### src/rtl/cache_mem_arbiter.sv
// Two-requester (I-cache / D-cache) arbiter in front of one shared memory port.
// Define ARB_DCACHE_PRIORITY_EN to make the D-cache win every simultaneous request.
module cache_mem_arbiter #(
  parameter int ADDR_WIDTH = 28,
  parameter int BLOCK_SIZE = 256
) (
  input  logic                  clk,
  input  logic                  rst_n,
  input  logic [ADDR_WIDTH-1:0] ic_addr,
  input  logic [BLOCK_SIZE-1:0] ic_wr,
  input  logic                  ic_rw,
  input  logic                  ic_valid,
  output logic [BLOCK_SIZE-1:0] ic_rd,
  output logic                  ic_ready,
  input  logic [ADDR_WIDTH-1:0] dc_addr,
  input  logic [BLOCK_SIZE-1:0] dc_wr,
  input  logic                  dc_rw,
  input  logic                  dc_valid,
  output logic [BLOCK_SIZE-1:0] dc_rd,
  output logic                  dc_ready,
  output logic [ADDR_WIDTH-1:0] mem_addr,
  output logic [BLOCK_SIZE-1:0] mem_wr,
  output logic                  mem_rw,
  output logic                  mem_valid_out,
  input  logic [BLOCK_SIZE-1:0] mem_rd,
  input  logic                  mem_ready
);

  typedef enum logic [1:0] {
    IDLE    = 2'd0,
    GRANT_I = 2'd1,
    GRANT_D = 2'd2
  } state_t;

  state_t      r_state;
  state_t      w_state_next;
  logic        r_last_grant;   // 1 = D-cache was granted last, 0 = I-cache
  logic [15:0] r_wait_cnt;     // observed through hierarchy only
  logic        w_pick_d;
  logic        w_grant_entry;

  always_comb begin
    w_state_next = r_state;
    w_pick_d     = 1'b0;
    case (r_state)
      IDLE: begin
`ifdef ARB_DCACHE_PRIORITY_EN
        w_pick_d = dc_valid;
`else
        w_pick_d = dc_valid && (!ic_valid || !r_last_grant);
`endif
        if (w_pick_d) begin
          w_state_next = GRANT_D;
        end else if (ic_valid) begin
          w_state_next = GRANT_I;
        end
      end
      // Dropping valid before mem_ready aborts the access.
      GRANT_I: begin
        if (!ic_valid || mem_ready) begin
          w_state_next = IDLE;
        end
      end
      GRANT_D: begin
        if (!dc_valid || mem_ready) begin
          w_state_next = IDLE;
        end
      end
      default: w_state_next = IDLE;
    endcase
  end

  assign w_grant_entry = (r_state == IDLE) && (w_state_next != IDLE);

  always_ff @(posedge clk) begin
    if (!rst_n) begin
      r_state      <= IDLE;
      r_last_grant <= 1'b0;
      r_wait_cnt   <= 16'd0;
    end else begin
      r_state <= w_state_next;
      if (w_grant_entry) begin
        r_last_grant <= (w_state_next == GRANT_D);
        r_wait_cnt   <= 16'd0;
      end else if ((r_state != IDLE) && !mem_ready && (r_wait_cnt != 16'hFFFF)) begin
        r_wait_cnt <= r_wait_cnt + 16'd1;
      end
    end
  end

  always_comb begin
    mem_addr      = '0;
    mem_wr        = '0;
    mem_rw        = 1'b0;
    mem_valid_out = 1'b0;
    ic_rd         = '0;
    ic_ready      = 1'b0;
    dc_rd         = '0;
    dc_ready      = 1'b0;
    case (r_state)
      GRANT_I: begin
        mem_addr      = ic_addr;
        mem_wr        = ic_wr;
        mem_rw        = ic_rw;
        mem_valid_out = ic_valid;
        ic_rd         = mem_rd;
        ic_ready      = mem_ready;
      end
      GRANT_D: begin
        mem_addr      = dc_addr;
        mem_wr        = dc_wr;
        mem_rw        = dc_rw;
        mem_valid_out = dc_valid;
        dc_rd         = mem_rd;
        dc_ready      = mem_ready;
      end
      default: ;
    endcase
  end

endmodule

### config.mk
export PLATFORM = sky130hd
export DESIGN_NAME = cache_mem_arbiter
export DESIGN_NICKNAME = d
export VERILOG_FILES = /design/src/rtl/cache_mem_arbiter.sv
export SDC_FILE = /design/constraint.sdc
export NUM_CORES = 1
export LEC_CHECK = 0
export ABC_CLOCK_PERIOD_IN_PS = 2000
export CAP_MARGIN = 20
export CORE_AREA = 5 5 638 640
export CTS_CLUSTER_SIZE = 28
export DETAILED_ROUTE_END_ITERATION = 12
export DIE_AREA = 0 0 643 645
export GPL_TIMING_DRIVEN = 0
export PLACE_DENSITY_LB_ADDON = 0.08
export REMOVE_ABC_BUFFERS = 1
export SYNTH_ARGS = -nofsm -noshare
export SYNTH_HDL_FRONTEND = slang
export SYNTH_SLANG_ARGS = --single-unit
### constraint.sdc
create_clock -name clk -period 2 [get_ports clk]
set_clock_uncertainty 0.15 [all_clocks]
set_input_delay 0.2 -clock clk [delete_from_list [all_inputs] [get_ports clk]]
set_output_delay 0.2 -clock clk [all_outputs]
set_load 0.1 [all_outputs]
* Word level (Yosys, flattened, before mapping)
Index checks and enable logic that the tools add are counted.
** Word-level totals
- Input port bits :: 831
- Register bits after elaboration :: 3
- Output and inout port bits :: 800
- Word-level logic and storage cells :: 28
** Operators by class
- Reductions and logical operators :: 10
- Multiplexer cells :: 13
- Eq/ne operators :: 3
** Operators by type and width (number)
- 256-bit 2-to-1 mux :: 2
- 256-bit case mux with 2 select lines :: 1
- 28-bit case mux with 2 select lines :: 1
- 2-bit 2-to-1 mux :: 4
- 2-bit case mux with 3 select lines :: 1
- 2-bit equality test, second input constant :: 2
- 1-bit case mux with 2 select lines :: 2
- 1-bit zero test :: 3
- 1-bit logical OR :: 3
- 2-bit by 1-bit equality test with 1-bit output, second input constant :: 1
- 1-bit logical AND :: 2
- 2-bit zero test :: 1
- 1-bit 2-to-1 mux :: 2
- 2-bit nonzero test :: 1

* Depth between registers and ports, before layout
- Depth in word-level cells :: 7
- Gate-level depth with buffers :: 7
- Mapped depth without buffers :: 6

* Least setup slack after synthesis
OpenSTA, ideal clock, no wires.
- Kind :: register -> output
- From :: reg r_state[0]
- To :: out mem_wr[100]
- Path buffers :: 3
- Path slack :: -962 ps
- Arrival time :: 2612 ps
- Cell stages (with the launch flop) :: 7
- Required time :: 1650 ps
- Cell sequence :: dfxtp_1 inv_1 ha_1 clkbuf_2 buf_2 clkbuf_1 nor2b_1
** Between the ends
- Word-level cells in the longest chain between the ends :: 2
- Elaborated cells between the ends (all ways) :: 3
- Classes of those cells :: eq/ne (2); mux (1)
** RTL lines
- start, declared :: RTL line 35 : state_t r_state;
- start signal, assigned :: RTL line 81 : r_state <= w_state_next;
- 2-bit equality test or 2-bit by 1-bit equality test with 1-bit output (tied branches) :: RTL line 100 : case (r_state)
- 256-bit case mux with 2 select lines * :: RTL line 100
- end, declared :: RTL line 22 : output logic [BLOCK_SIZE-1:0] mem_wr,
Mark *: on every way between the ends. The rest lies on a longest branch, timed or not.

* Final worst setup path
- From :: reg r_state[1]
- To :: out mem_wr[73]
Same word-level chain as after synthesis.

==> metrics.log <==
[metrics] cell taking the most area after synthesis: sky130_fd_sc_hd__and2_1
[metrics] CTS hold repair buffers: 0
[metrics] number of filler cells placed in the layout: about 46,000
[metrics] proportion of layout cells with a drive suffix above 1: between 40% and 50%
[metrics] Highest Clock Rate: 344.0 MHz
[metrics] Pwr Density: a little under 500 nW/um2
[metrics] FFs w/ async S/R, synth: 0%
[metrics] endpoint required time on the critical path: roughly 1700 ps
[metrics] die height: 645 um
[metrics] RSZ-0062 raised after global routing: yes
[metrics] summed instance area of the synthesized netlist: 8426 um2
[metrics] status: finished, violations left
[metrics] Tightest Pin Transition: 1105 ps
[metrics] cts bufs inserted: 3
[metrics] start-to-end type of the worst setup path: reg2out
[metrics] Post-DRT Antenna Nets: 0
[metrics] total global routing overflow: 0
[metrics] grt met1 use: 14.53%
[metrics] Final Routed Wirelength: a little over 300 mm
[metrics] Cells on Worst Hold Path: 2
[metrics] clock slew at reported path FFs: around 30 ps
[metrics] class of the most critical hold timing path: reg2reg
[metrics] most used standard cell by instance count after synthesis: sky130_fd_sc_hd__and2_1
[metrics] root buffer selected by CTS: sky130_fd_sc_hd__clkbuf_16
[metrics] Placed Instance Area: roughly 33,000 um2
[metrics] setup violation total in the final timing report: 794
[metrics] effective utilization at floorplan: roughly 2.1%
[metrics] standby leakage power: about 0.013 uW
[metrics] Final Max Slew Viols: 0
[metrics] peak supply drop: between 0.15 and 0.2 mV
[metrics] cell count after synthesis: roughly 1,300
[metrics] most instantiated cells after synthesis: sky130_fd_sc_hd__and2_1, sky130_fd_sc_hd__nor2b_1, sky130_fd_sc_hd__a22oi_1, sky130_fd_sc_hd__clkbuf_1, sky130_fd_sc_hd__clkbuf_2
[metrics] met3 Track Usage GR: about 6.5%
[metrics] clock insertion delay at the later pin of the skew report: around 220 ps
[metrics] most instantiated flip-flop cell in the synthesis netlist: sky130_fd_sc_hd__dfxtp_1
[metrics] crit path time final: 2907 ps
[metrics] largest net degree at the start of global routing: 74
[metrics] synthesis-stage register bit count: 3
[metrics] yosys warns: 0
[metrics] Setup WS post-layout: -906.6 ps
[metrics] largest cells by area after synthesis: sky130_fd_sc_hd__and2_1, sky130_fd_sc_hd__a22oi_1, sky130_fd_sc_hd__nor2b_1
[metrics] CORE AREA: 400,900 um2
[metrics] wire length of the first global-routing pass: around 340 mm
[metrics] number of hold violations in the final report: 0
[metrics] Worst Setup End Kind: output pin
[metrics] Routed wire per std cell: 36.60 um
[metrics] Overall Global Routing Usage: ~14%
[metrics] path depth of the worst reg2reg path: 9
[metrics] Die Width: about 640 um
[metrics] standard-cell rows: roughly 230
[metrics] total half-perimeter wirelength after legalization and detailed placement: approximately 260 mm
[metrics] vias in the first global route: between 15,000 and 20,000
[metrics] Clock H-tree levels: 1
[metrics] antenna violations before repair: roughly 270
[metrics] arrival time reported for the critical path endpoint: 2560 ps
[metrics] worst slack at placement: -2646 ps
[metrics] Yosys top cell area share: 38.16%
[metrics] Via density: 2.203
[metrics] global routing usage on met2: between 20% and 30%
[metrics] register area share after synthesis: less than 1%
[metrics] category of the worst setup path launch point: flop
[metrics] initial DRC count: between 900 and 1,000
[metrics] TritonCTS sink count: 3
[metrics] number of violations of the max-capacitance limit: 0
[metrics] worst slew margin relative to its limit: about a quarter
[metrics] syn_area_per_cell: 6.661 um2
[metrics] Residual DRC: 0
[metrics] distinct cell type count of the synthesized netlist: 26
[metrics] area added between synthesis and finish: 355.9%
[metrics] violations in the final reports: negative setup slack
[metrics] Post-synth EDFFs: 0
[metrics] CTS tree: yes
[metrics] crit path max fanout: 11
[metrics] Vias: 18,380
[metrics] portion of the clock cycle consumed by the worst path in the final layout: 145.3%
[metrics] post-route cell area: 38,410 um2
[metrics] most used routing layer: met2
[metrics] First-pass DRT Iterations: 4
[metrics] nets: roughly 3,800
[metrics] Port Buf Inserts: roughly 1,600
[metrics] Final Wtd Congestion: about 0.9
[metrics] Fin Setup TNS: -476,080 ps
[metrics] Top-Level Pins: approximately 1,600
[metrics] Die Outline Area: 414,700 um2
[metrics] Bufs on Longest Clock Path: 2
[layout make-up]
class | count | area (um2) | area share (%)
Sequential cell | 3 | 67.56 | 0.1759
Multi-Input combinational cell | 1107 | 8569 | 22.31
Inverter | 3 | 16.27 | 0.04235
Antenna cell | 60 | 150.1 | 0.3909
Tap cell | 5287 | 6615 | 17.22
Clock buffer | 4 | 78.83 | 0.2052
Timing Repair Buffer | 1881 | 22910 | 59.65
[critical path, stage by stage (launching register included)]
cell and delay [ps]:
sky130_fd_sc_hd__dfxtp_4 370, sky130_fd_sc_hd__inv_4 50, sky130_fd_sc_hd__ha_4 180, sky130_fd_sc_hd__buf_12 160, sky130_fd_sc_hd__buf_16 180, sky130_fd_sc_hd__buf_16 180
sky130_fd_sc_hd__buf_16 170, sky130_fd_sc_hd__buf_6 120, sky130_fd_sc_hd__a22oi_2 490, sky130_fd_sc_hd__nor2b_2 130, sky130_fd_sc_hd__buf_12 190
[flip-flops by register name (all words and copies together), names as in the netlist]
signal and flops:
r_last_grant 1, r_state 2
[cell usage in the layout, fill, tap and decap left out, types with 2 or more instances in the layout]
cell type / instances
sky130_fd_sc_hd__a21boi_0: 2
sky130_fd_sc_hd__a22oi_1: 167
sky130_fd_sc_hd__a22oi_2: 120
sky130_fd_sc_hd__and2_1: 433
sky130_fd_sc_hd__and2_2: 4
sky130_fd_sc_hd__and2_4: 77
sky130_fd_sc_hd__buf_12: 256
sky130_fd_sc_hd__buf_16: 71
sky130_fd_sc_hd__buf_2: 64
sky130_fd_sc_hd__buf_4: 118
sky130_fd_sc_hd__buf_6: 112
sky130_fd_sc_hd__buf_8: 33
sky130_fd_sc_hd__bufbuf_16: 8
sky130_fd_sc_hd__clkbuf_16: 31
sky130_fd_sc_hd__clkbuf_2: 30
sky130_fd_sc_hd__clkbuf_4: 4
sky130_fd_sc_hd__clkdlybuf4s15_1: 22
sky130_fd_sc_hd__clkdlybuf4s15_2: 191
sky130_fd_sc_hd__clkdlybuf4s18_2: 5
sky130_fd_sc_hd__clkdlybuf4s50_1: 846
sky130_fd_sc_hd__dfxtp_4: 2
sky130_fd_sc_hd__diode_2: 60
sky130_fd_sc_hd__dlygate4sd2_1: 86
sky130_fd_sc_hd__dlymetal6s2s_1: 7
sky130_fd_sc_hd__ha_4: 3
sky130_fd_sc_hd__inv_4: 2
sky130_fd_sc_hd__nand2b_1: 2
sky130_fd_sc_hd__nor2b_1: 184
sky130_fd_sc_hd__nor2b_2: 73
sky130_fd_sc_hd__nor2b_4: 30
sky130_fd_sc_hd__o22ai_1: 2
[cell families after synthesis]
kind of cell / count (synthesis) / synth area share [%]
AO/OA/AOI/OAI: 295 / 26.88
adder cells (fa/ha/maj): 4 / 0.5940
buffers and inverters: 155 / 11.69
flip-flops: 3 / 0.7128
AND/OR/NAND/NOR: 808 / 60.13
[what timing repair did]
action / in CTS / in global routing
setup endpoints to repair: 803 / 802
resized for setup: 2225 / 1442
pin swaps: 28 / 14
gates cloned: 44 / 33
buffers inserted: 70 / 71
[metal layers]
metal	vias up	routed length [um]
met4	70	4515
met1	8784	114000
li1	7851	-
met5	-	449
met3	381	31850
met2	1294	154600
[power by group]
group / switching (uW) / internal, uW
Combinational: 12400 / 6260
Sequential: 9.77 / 68.3
Clock: 53.6 / 263
Total: 12500 / 6590
[per-stage QoR]
stage,hold slack (ps),std cells,utilization (%),power (uW)
after floorplan,199.7,1113,-,9240
after global placement,422.1,8030,7.580,10470
after detailed placement,457.5,8159,8.254,16100
after CTS,486.5,8189,8.791,18120
after global routing,510.7,8296,9.552,19780
final,482.8,8345,9.582,19050
[worst paths after layout]
path,start,end,slack (ps)
min reg2reg,r_state[0],r_last_grant,480
max reg2reg,r_state[0],r_last_grant,-60
min,r_state[0],r_last_grant,480
max,r_state[1],mem_wr[73],-910
No activity file was read; power rests on OpenSTA's default activity.
